==> src/rtl/writeback_stage.sv <==
// writeback_stage: MEM/WB register, result select/load format, regfile write port and retire counter
module writeback_stage #(
  parameter int XLEN  = 32,
  parameter int CNT_W = 32
) (
  input  logic             clk,
  input  logic             rst,
  input  logic             mem_valid,
  input  logic             mem_reg_write,
  input  logic [4:0]       mem_rd,
  input  logic [1:0]       mem_result_src,
  input  logic [2:0]       mem_funct3,
  input  logic [XLEN-1:0]  mem_alu_result,
  input  logic [XLEN-1:0]  mem_read_data,
  input  logic [XLEN-1:0]  mem_pc_plus4,
  input  logic             stall,
  input  logic             flush,
  output logic [4:0]       A3,
  output logic [XLEN-1:0]  WD3,
  output logic             WE3,
  output logic             wb_valid,
  output logic [CNT_W-1:0] instret
);
  logic             wb_valid_q, wb_valid_d;
  logic             wb_reg_write_q, wb_reg_write_d;
  logic [4:0]       wb_rd_q, wb_rd_d;
  logic [XLEN-1:0]  wb_data_q, wb_data_d;
  logic             done_q, done_d;
  logic [CNT_W-1:0] instret_q, instret_d;
  logic [1:0]       a;
  logic [7:0]       ld_b;
  logic [15:0]      ld_h;
  logic [XLEN-1:0]  ld_val, sel_val;
  logic             retire, show;
  // Load formatting and writeback value selection; a[0] is ignored for halfwords
  always_comb begin
    a       = mem_alu_result[1:0];
    ld_b    = mem_read_data[{a, 3'b000} +: 8];
    ld_h    = a[1] ? mem_read_data[31:16] : mem_read_data[15:0];
    ld_val  = mem_funct3 == 3'b000 ? {{(XLEN-8){ld_b[7]}}, ld_b} :
              mem_funct3 == 3'b100 ? {{(XLEN-8){1'b0}}, ld_b} :
              mem_funct3 == 3'b001 ? {{(XLEN-16){ld_h[15]}}, ld_h} :
              mem_funct3 == 3'b101 ? {{(XLEN-16){1'b0}}, ld_h} : mem_read_data;
    sel_val = mem_result_src == 2'b01 ? ld_val :
              mem_result_src == 2'b10 ? mem_pc_plus4 : mem_alu_result;
  end
  // Next state: flush beats stall beats capture; a stalled entry retires only once
  always_comb begin
    retire         = wb_valid_q & ~done_q & ~rst;
    wb_valid_d     = wb_valid_q;
    wb_reg_write_d = wb_reg_write_q;
    wb_rd_d        = wb_rd_q;
    wb_data_d      = wb_data_q;
    done_d         = done_q;
    instret_d      = instret_q + (retire ? CNT_W'(1) : CNT_W'(0));
    if (flush) begin
      wb_valid_d = 1'b0;
      done_d     = 1'b0;
    end else if (stall) begin
      done_d = done_q | retire;
    end else begin
      wb_valid_d     = mem_valid;
      wb_reg_write_d = mem_reg_write;
      wb_rd_d        = mem_rd;
      wb_data_d      = sel_val;
      done_d         = 1'b0;
    end
  end
  // MEM/WB register and retire counter
  always_ff @(posedge clk) begin
    if (rst) begin
      wb_valid_q     <= 1'b0;
      wb_reg_write_q <= 1'b0;
      wb_rd_q        <= '0;
      wb_data_q      <= '0;
      done_q         <= 1'b0;
      instret_q      <= '0;
    end else begin
      wb_valid_q     <= wb_valid_d;
      wb_reg_write_q <= wb_reg_write_d;
      wb_rd_q        <= wb_rd_d;
      wb_data_q      <= wb_data_d;
      done_q         <= done_d;
      instret_q      <= instret_d;
    end
  end
  // Register-file write port, also the WB forwarding source; x0 writes suppressed
  always_comb begin
    show     = wb_valid_q & ~rst;
    A3       = show ? wb_rd_q : 5'd0;
    WD3      = show ? wb_data_q : '0;
    WE3      = retire & wb_reg_write_q & (wb_rd_q != 5'd0);
    wb_valid = retire;
    instret  = instret_q;
  end
endmodule

==> config.mk <==
export PLATFORM = sky130hd
export DESIGN_NAME = writeback_stage
export DESIGN_NICKNAME = d
export VERILOG_FILES = /design/src/rtl/writeback_stage.sv
export SDC_FILE = /design/constraint.sdc
export NUM_CORES = 1
export LEC_CHECK = 0
export BUFFER_PORTS_ARGS = -buffer_cell sky130_fd_sc_hd__buf_4
export CAP_MARGIN = 15
export CORE_ASPECT_RATIO = 2
export CORE_MARGIN = 2
export CORE_UTILIZATION = 50
export DETAILED_ROUTE_END_ITERATION = 8
export PLACE_DENSITY = 0.81
export SLEW_MARGIN = 25
export SYNTH_ARGS = -nofsm -noshare
export SYNTH_HDL_FRONTEND = slang
export SYNTH_SLANG_ARGS = --single-unit
==> constraint.sdc <==
create_clock -name clk -period 6.25 [get_ports clk]
set_input_delay 0.3125 -clock clk [delete_from_list [all_inputs] [get_ports clk]]
set_output_delay 0.3125 -clock clk [all_outputs]
set_load 0.02 [all_outputs]
## After elaboration in Yosys (flattened, before gate mapping)

Cells that the tools add are included.

- Output and inout port bits: 71
- Memory bits (read-only): 0
- RAM bits: 0
- Memories: 0
- Latch bits: 0
- Input port bits: 112
- Register bits after elaboration: 72

- Multipliers: 0
- Bitwise gates (word level): 10
- $lt $le $gt $ge: 0
- Divide/modulo/power cells: 0
- Multiplexer cells: 10
- Equality and inequality tests: 5
- Reductions and logical operators: 5
- $add $sub $neg: 1
- Shift-type cells: 1

Operators with widths:

| kind | count |
|---|---|
| 32-bit two-way mux | 7 |
| 32-bit by 1-bit adder with 32-bit output | 1 |
| 32-bit by 6-bit variable part select with 8-bit output | 1 |
| 16-bit two-way mux | 1 |
| 3-bit == test, second input constant | 2 |
| 1-bit AND | 5 |
| 5-bit two-way mux | 1 |
| 5-bit nonzero test | 1 |
| 1-bit inverter | 4 |
| 3-bit by 1-bit == test with 1-bit output, second input constant | 1 |
| 3-bit logical NOT | 1 |
| 3-bit OR reduction | 1 |
| 2-bit by 1-bit == test with 1-bit output, second input constant | 1 |
| 2-bit == test, second input constant | 1 |
| 2-bit AND reduction | 1 |
| 2-bit OR reduction | 1 |
| 1-bit two-way mux | 1 |
| 1-bit bitwise OR | 1 |

## Logic depth before layout (Yosys ltp)

- Depth after elaboration: 6
- Depth in mapped cells: 11
- Gate-level depth less buffers: 8

## Least setup slack after synthesis

No wires, ideal clock.

- Path type: register to register
- From: register wb_valid_q
- To: register instret_q[24] (netlist: instret[24])
- Buffers on the path: 3
- Setup slack: 3,480 ps
- Data arrival time: 2,647 ps
- Stages on the path, launching flop included: 12
- Cell sequence: dfxtp_1 > nor2b_1 > clkbuf_1 > nor2b_1 > ha_1 > ha_1 > and2_1 > clkbuf_2 > nand2_2 > buf_6 > nor4_1 > mux2_1

- Word-level cells in the longest chain between the ends: 4

Ends and longest elaborated chain:

| what | RTL line | text |
|---|---|---|
| start: declaration | 24 | `logic wb_valid_q, wb_valid_d;` |
| start signal: assignment | 79 | `wb_valid_q <= wb_valid_d;` |
| 1-bit AND (2 in series) | 49 | `retire = wb_valid_q & ~done_q & ~rst;` |
| net wb_valid | 21 | `output logic wb_valid,` |
| 1-bit two-way mux | 55 | `instret_d = instret_q + (retire ? CNT_W'(1) : CNT_W'(0));` |
| 32-bit by 1-bit adder with 32-bit output | 55 |  |
| end signal: assignment | 84 | `instret_q <= instret_d;` |
| end: declaration | 29 | `logic [CNT_W-1:0] instret_q, instret_d;` |

The timed path passes the listed nets, and every way through them passes these cells.
A chain may end at the register's enable or synchronous reset.

## Worst setup path after layout

- From: register wb_valid_q
- To: register instret_q[28] (netlist: instret[28])

- Word-level cells in the longest chain between the ends: 4

Ends and longest elaborated chain:

| what | RTL line |
|---|---|
| 1-bit AND (2 in series) | 49 |
| 1-bit two-way mux | 55 |
| 32-bit by 1-bit adder with 32-bit output | 55 |

No other way between the ends.

==> reports/metrics.csv <==
stage,metric,value,unit
clock_network,H-tree Lvls,3,
power_and_ir_drop,Leak,2.73,nW
worst_hold_path,Hold EP,done_q$_SDFF_PP0_,
final_layout,post-layout util,0.671,
global_routing,GR Overflow Total,0,
routing,uppermost layer routed,met4,
sta,final period utilization,0.403,
worst_setup_path,worst-case reg-to-reg path depth,8,
final_layout,fillers,860,
sta,Max-slew headroom,0.337,
yosys,Cells after Synth,599,
routing,average via count per standard cell,6.18,
yosys,Avg Inst Size Synth,8.24,um^2
worst_hold_path,hold depth,2,
final_layout,"Area growth, synth to finish",31.9,%
clock_network,CTS tree,done,
final_layout,fin area,6510,um^2
status,outcome,"complete, no violations",
yosys,Yosys cell types,59,
floorplan,Initial Util,0.509,
clock_network,cts repair resizes,0,
clock_network,worst skew pair latency,0.34,ns
routing,drt first pass iters,5,
worst_setup_path,crit end category,flop,
worst_setup_path,worst-path fanout max,12,
worst_setup_path,CP Class,reg -> reg,
floorplan,Row Count,51,
worst_hold_path,Min-Delay Path Class,in -> reg,
routing,DR vias,5404,
flow_run,max_cap viols,0,
sta,RSZ-0062 raised after global routing,no,
worst_setup_path,CP required,6.48,ns
sta,Fin. Hold Viols,0,
clock_network,post-CTS setup buffers,0,
routing,metal3 WL,1250,um
yosys,Mapped Nets,714,
worst_setup_path,register-to-register setup slack,3.73,ns
floorplan,Core Footprint,9700,um^2
clock_network,Clock Sink Count,72,
yosys,Yosys reg bits,72,
sta,Final Skew,0.00467,ns
routing,post-route ant nets,0,
placement,I/O Buffers,182,
final_layout,"commonest non-fill, non-tap cell in the layout",buf_4,
worst_hold_path,hold path start,flush,
sta,endpoints failing setup,0,
routing,Post-Route WL,16300,um
global_routing,pin count of the biggest net entering global routing,57,
clock_network,Max clock buf depth,2,
yosys,post-synthesis sequential area ratio,0.292,
sta,Least-Margin Pin Slew,0.987,ns
placement,DPL Wire Length,12100,um
routing,met2 routed WL,8610,um
clock_network,clock slew at reported path FFs,0.06,ns
placement,Routability Congestion,0.933,
final_layout,antenna cell count,0,
clock_network,CTS root buffer,clkbuf_16,
floorplan,die height,145,um
worst_setup_path,Reg-to-Reg Start,wb_valid_q$_SDFFE_PP0N_,
power_and_ir_drop,Max IR drop VDD,143,uV
final_layout,layout cells sized above 1,0.327,
clock_network,CTS Hold Bufs,0,
sta,final hold slack,0.182,ns
worst_setup_path,crit start category,flop,
routing,Wirelength per Cell,18.7,um
yosys,Yosys warning count,0,
final_layout,final net count,854,
floorplan,die width,74.3,um
power_and_ir_drop,PD cells,186,nW/um^2
global_routing,antenna violations before repair,0,
worst_setup_path,reg2reg end,instret[28]$_SDFF_PP0_,
sta,setup ws final,3.73,ns
routing,wire length on met1,5560,um
worst_setup_path,Arrival @ worst endpoint,2.74,ns
final_layout,"leading cell types in the layout, fill and taps excluded","buf_4 (185), dfxtp_1 (72), nand2_1 (54), a21oi_1 (47), and2_1 (40)",
routing,DR iter-0 viols,333,
sta,top achievable clock speed,397,MHz
yosys,ys async rst share,0,
placement,Area after DPL,6210,um^2
clock_network,total CTS buffers,9,
global_routing,GRT Total Usage,0.305,
sta,Fin Setup TNS,0,ns
floorplan,Top Ports,183,
global_routing,vias in the first global route,5290,
placement,DP Worst Slack,3.43,ns
floorplan,die area,10700,um^2
sta,max-slew violation count,0,
sta,min Tclk post-route,2.52,ns
yosys,Main synth FF type,dfxtp_1,
routing,drt drc,0,
yosys,Post-synth EDFFs,0,
global_routing,first-pass GRT wire length,25100,um
yosys,Mapped Area,4940,um^2
==> registers in the layout, summed over array words and instances, names as in the netlist <==
register        count
wb_reg_write_q      1
instret            32
wb_rd_q             5
wb_valid_q          1
done_q              1
wb_data_q          32
==> routing by layer <==
layer | global-route usage | vias to the layer above
met2 | 0.546 | 303
li1 | - | 2523
met4 | 0.197 | 0
met1 | 0.310 | 2525
met3 | 0.0578 | 53
met5 | 0 | -
==> how the worst max path moves through the flow <==
stage               slack [ns]                    start                     end
floorplan                 3.48  wb_valid_q$_SDFFE_PP0N_  instret[24]$_SDFF_PP0_
global placement          3.56                      rst  instret[24]$_SDFF_PP0_
detailed placement        3.43                      rst  instret[28]$_SDFF_PP0_
CTS                       3.73  wb_valid_q$_SDFFE_PP0N_  instret[28]$_SDFF_PP0_
global route              3.57  wb_valid_q$_SDFFE_PP0N_  instret[30]$_SDFF_PP0_
finish                    3.73  wb_valid_q$_SDFFE_PP0N_  instret[28]$_SDFF_PP0_
==> report_power, final <==
part | switching, mW | leakage, nW | total [mW] | internal [mW]
sequential | 0.00848 | 0.586 | 0.484 | 0.475
combinational | 0.114 | 2.01 | 0.220 | 0.106
clock | 0.203 | 0.135 | 0.510 | 0.307
total | 0.326 | 2.73 | 1.21 | 0.888
==> logic make-up after synthesis <==
family	count (synthesis)	synth area share
DFF	72	0.292
buffers and inverters	68	0.0661
and+or+nand+nor	237	0.264
adders and majority gates	3	0.00760
muxes	50	0.128
AOI/OAI and AO/OA	159	0.225
xor gates and xnor gates	10	0.0177
==> worst max-delay path, cell delays in order, from the launching register on <==
cell	delay [ns]
dfxtp_1	0.35
nor2b_2	0.16
nor2b_1	0.27
ha_1	0.23
ha_1	0.17
and2_1	0.29
nand2_2	0.22
nor4_1	0.36
mux2_1	0.35
==> synthesized netlist by cell type (2+ instances only) <==
cell type | number | area share
dfxtp_1 | 72 | 0.29
nand2_1 | 54 | 0.041
a21oi_1 | 47 | 0.048
and2_1 | 41 | 0.052
nor2_1 | 32 | 0.024
clkbuf_1 | 27 | 0.021
nor4_1 | 25 | 0.032
o21ai_0 | 24 | 0.024
nor2b_1 | 22 | 0.028
o221ai_1 | 21 | 0.037
mux2i_1 | 18 | 0.036
buf_2 | 17 | 0.017
mux2_2 | 16 | 0.036
o2bb2ai_1 | 15 | 0.027
a221oi_1 | 14 | 0.025
nand3_1 | 14 | 0.014
inv_1 | 11 | 0.0084
a31o_2 | 9 | 0.016
mux2_1 | 8 | 0.018
mux4_2 | 8 | 0.036
and3b_1 | 7 | 0.012
nand4_1 | 7 | 0.0089
o31ai_1 | 7 | 0.011
or4_1 | 7 | 0.011
xor2_1 | 7 | 0.012
nor3_1 | 6 | 0.0061
o22ai_1 | 6 | 0.0076
buf_6 | 5 | 0.011
a221o_1 | 4 | 0.0081
and3_1 | 4 | 0.0051
buf_1 | 3 | 0.0023
buf_4 | 3 | 0.0046
ha_1 | 3 | 0.0076
nand2b_1 | 3 | 0.0038
or3_1 | 3 | 0.0038
xnor2_1 | 3 | 0.0053
and4_1 | 2 | 0.0035
o21a_1 | 2 | 0.0030
or2_1 | 2 | 0.0025
==> per-stage QoR <==
| stage | power [mW] | std cells |
|---|---|---|
| finish | 1.21 | 875 |
| global route | 1.26 | 875 |
| CTS | 1.22 | 875 |
| detailed placement | 0.709 | 860 |
| global placement | 0.703 | 860 |
| floorplan | 0.616 | 599 |
==> cell type report <==
class                           instances  area, um^2  share of cell area
Tap cell                              132         165              0.0254
Timing Repair Buffer                  185        1390               0.213
Clock inverter                          5        58.8             0.00903
Multi-Input combinational cell        459        3180               0.489
Clock buffer                           10         229              0.0352
Sequential cell                        72        1440               0.221
Inverter                               12        45.0             0.00692
Note: power is estimated with default switching activity, not from simulation.
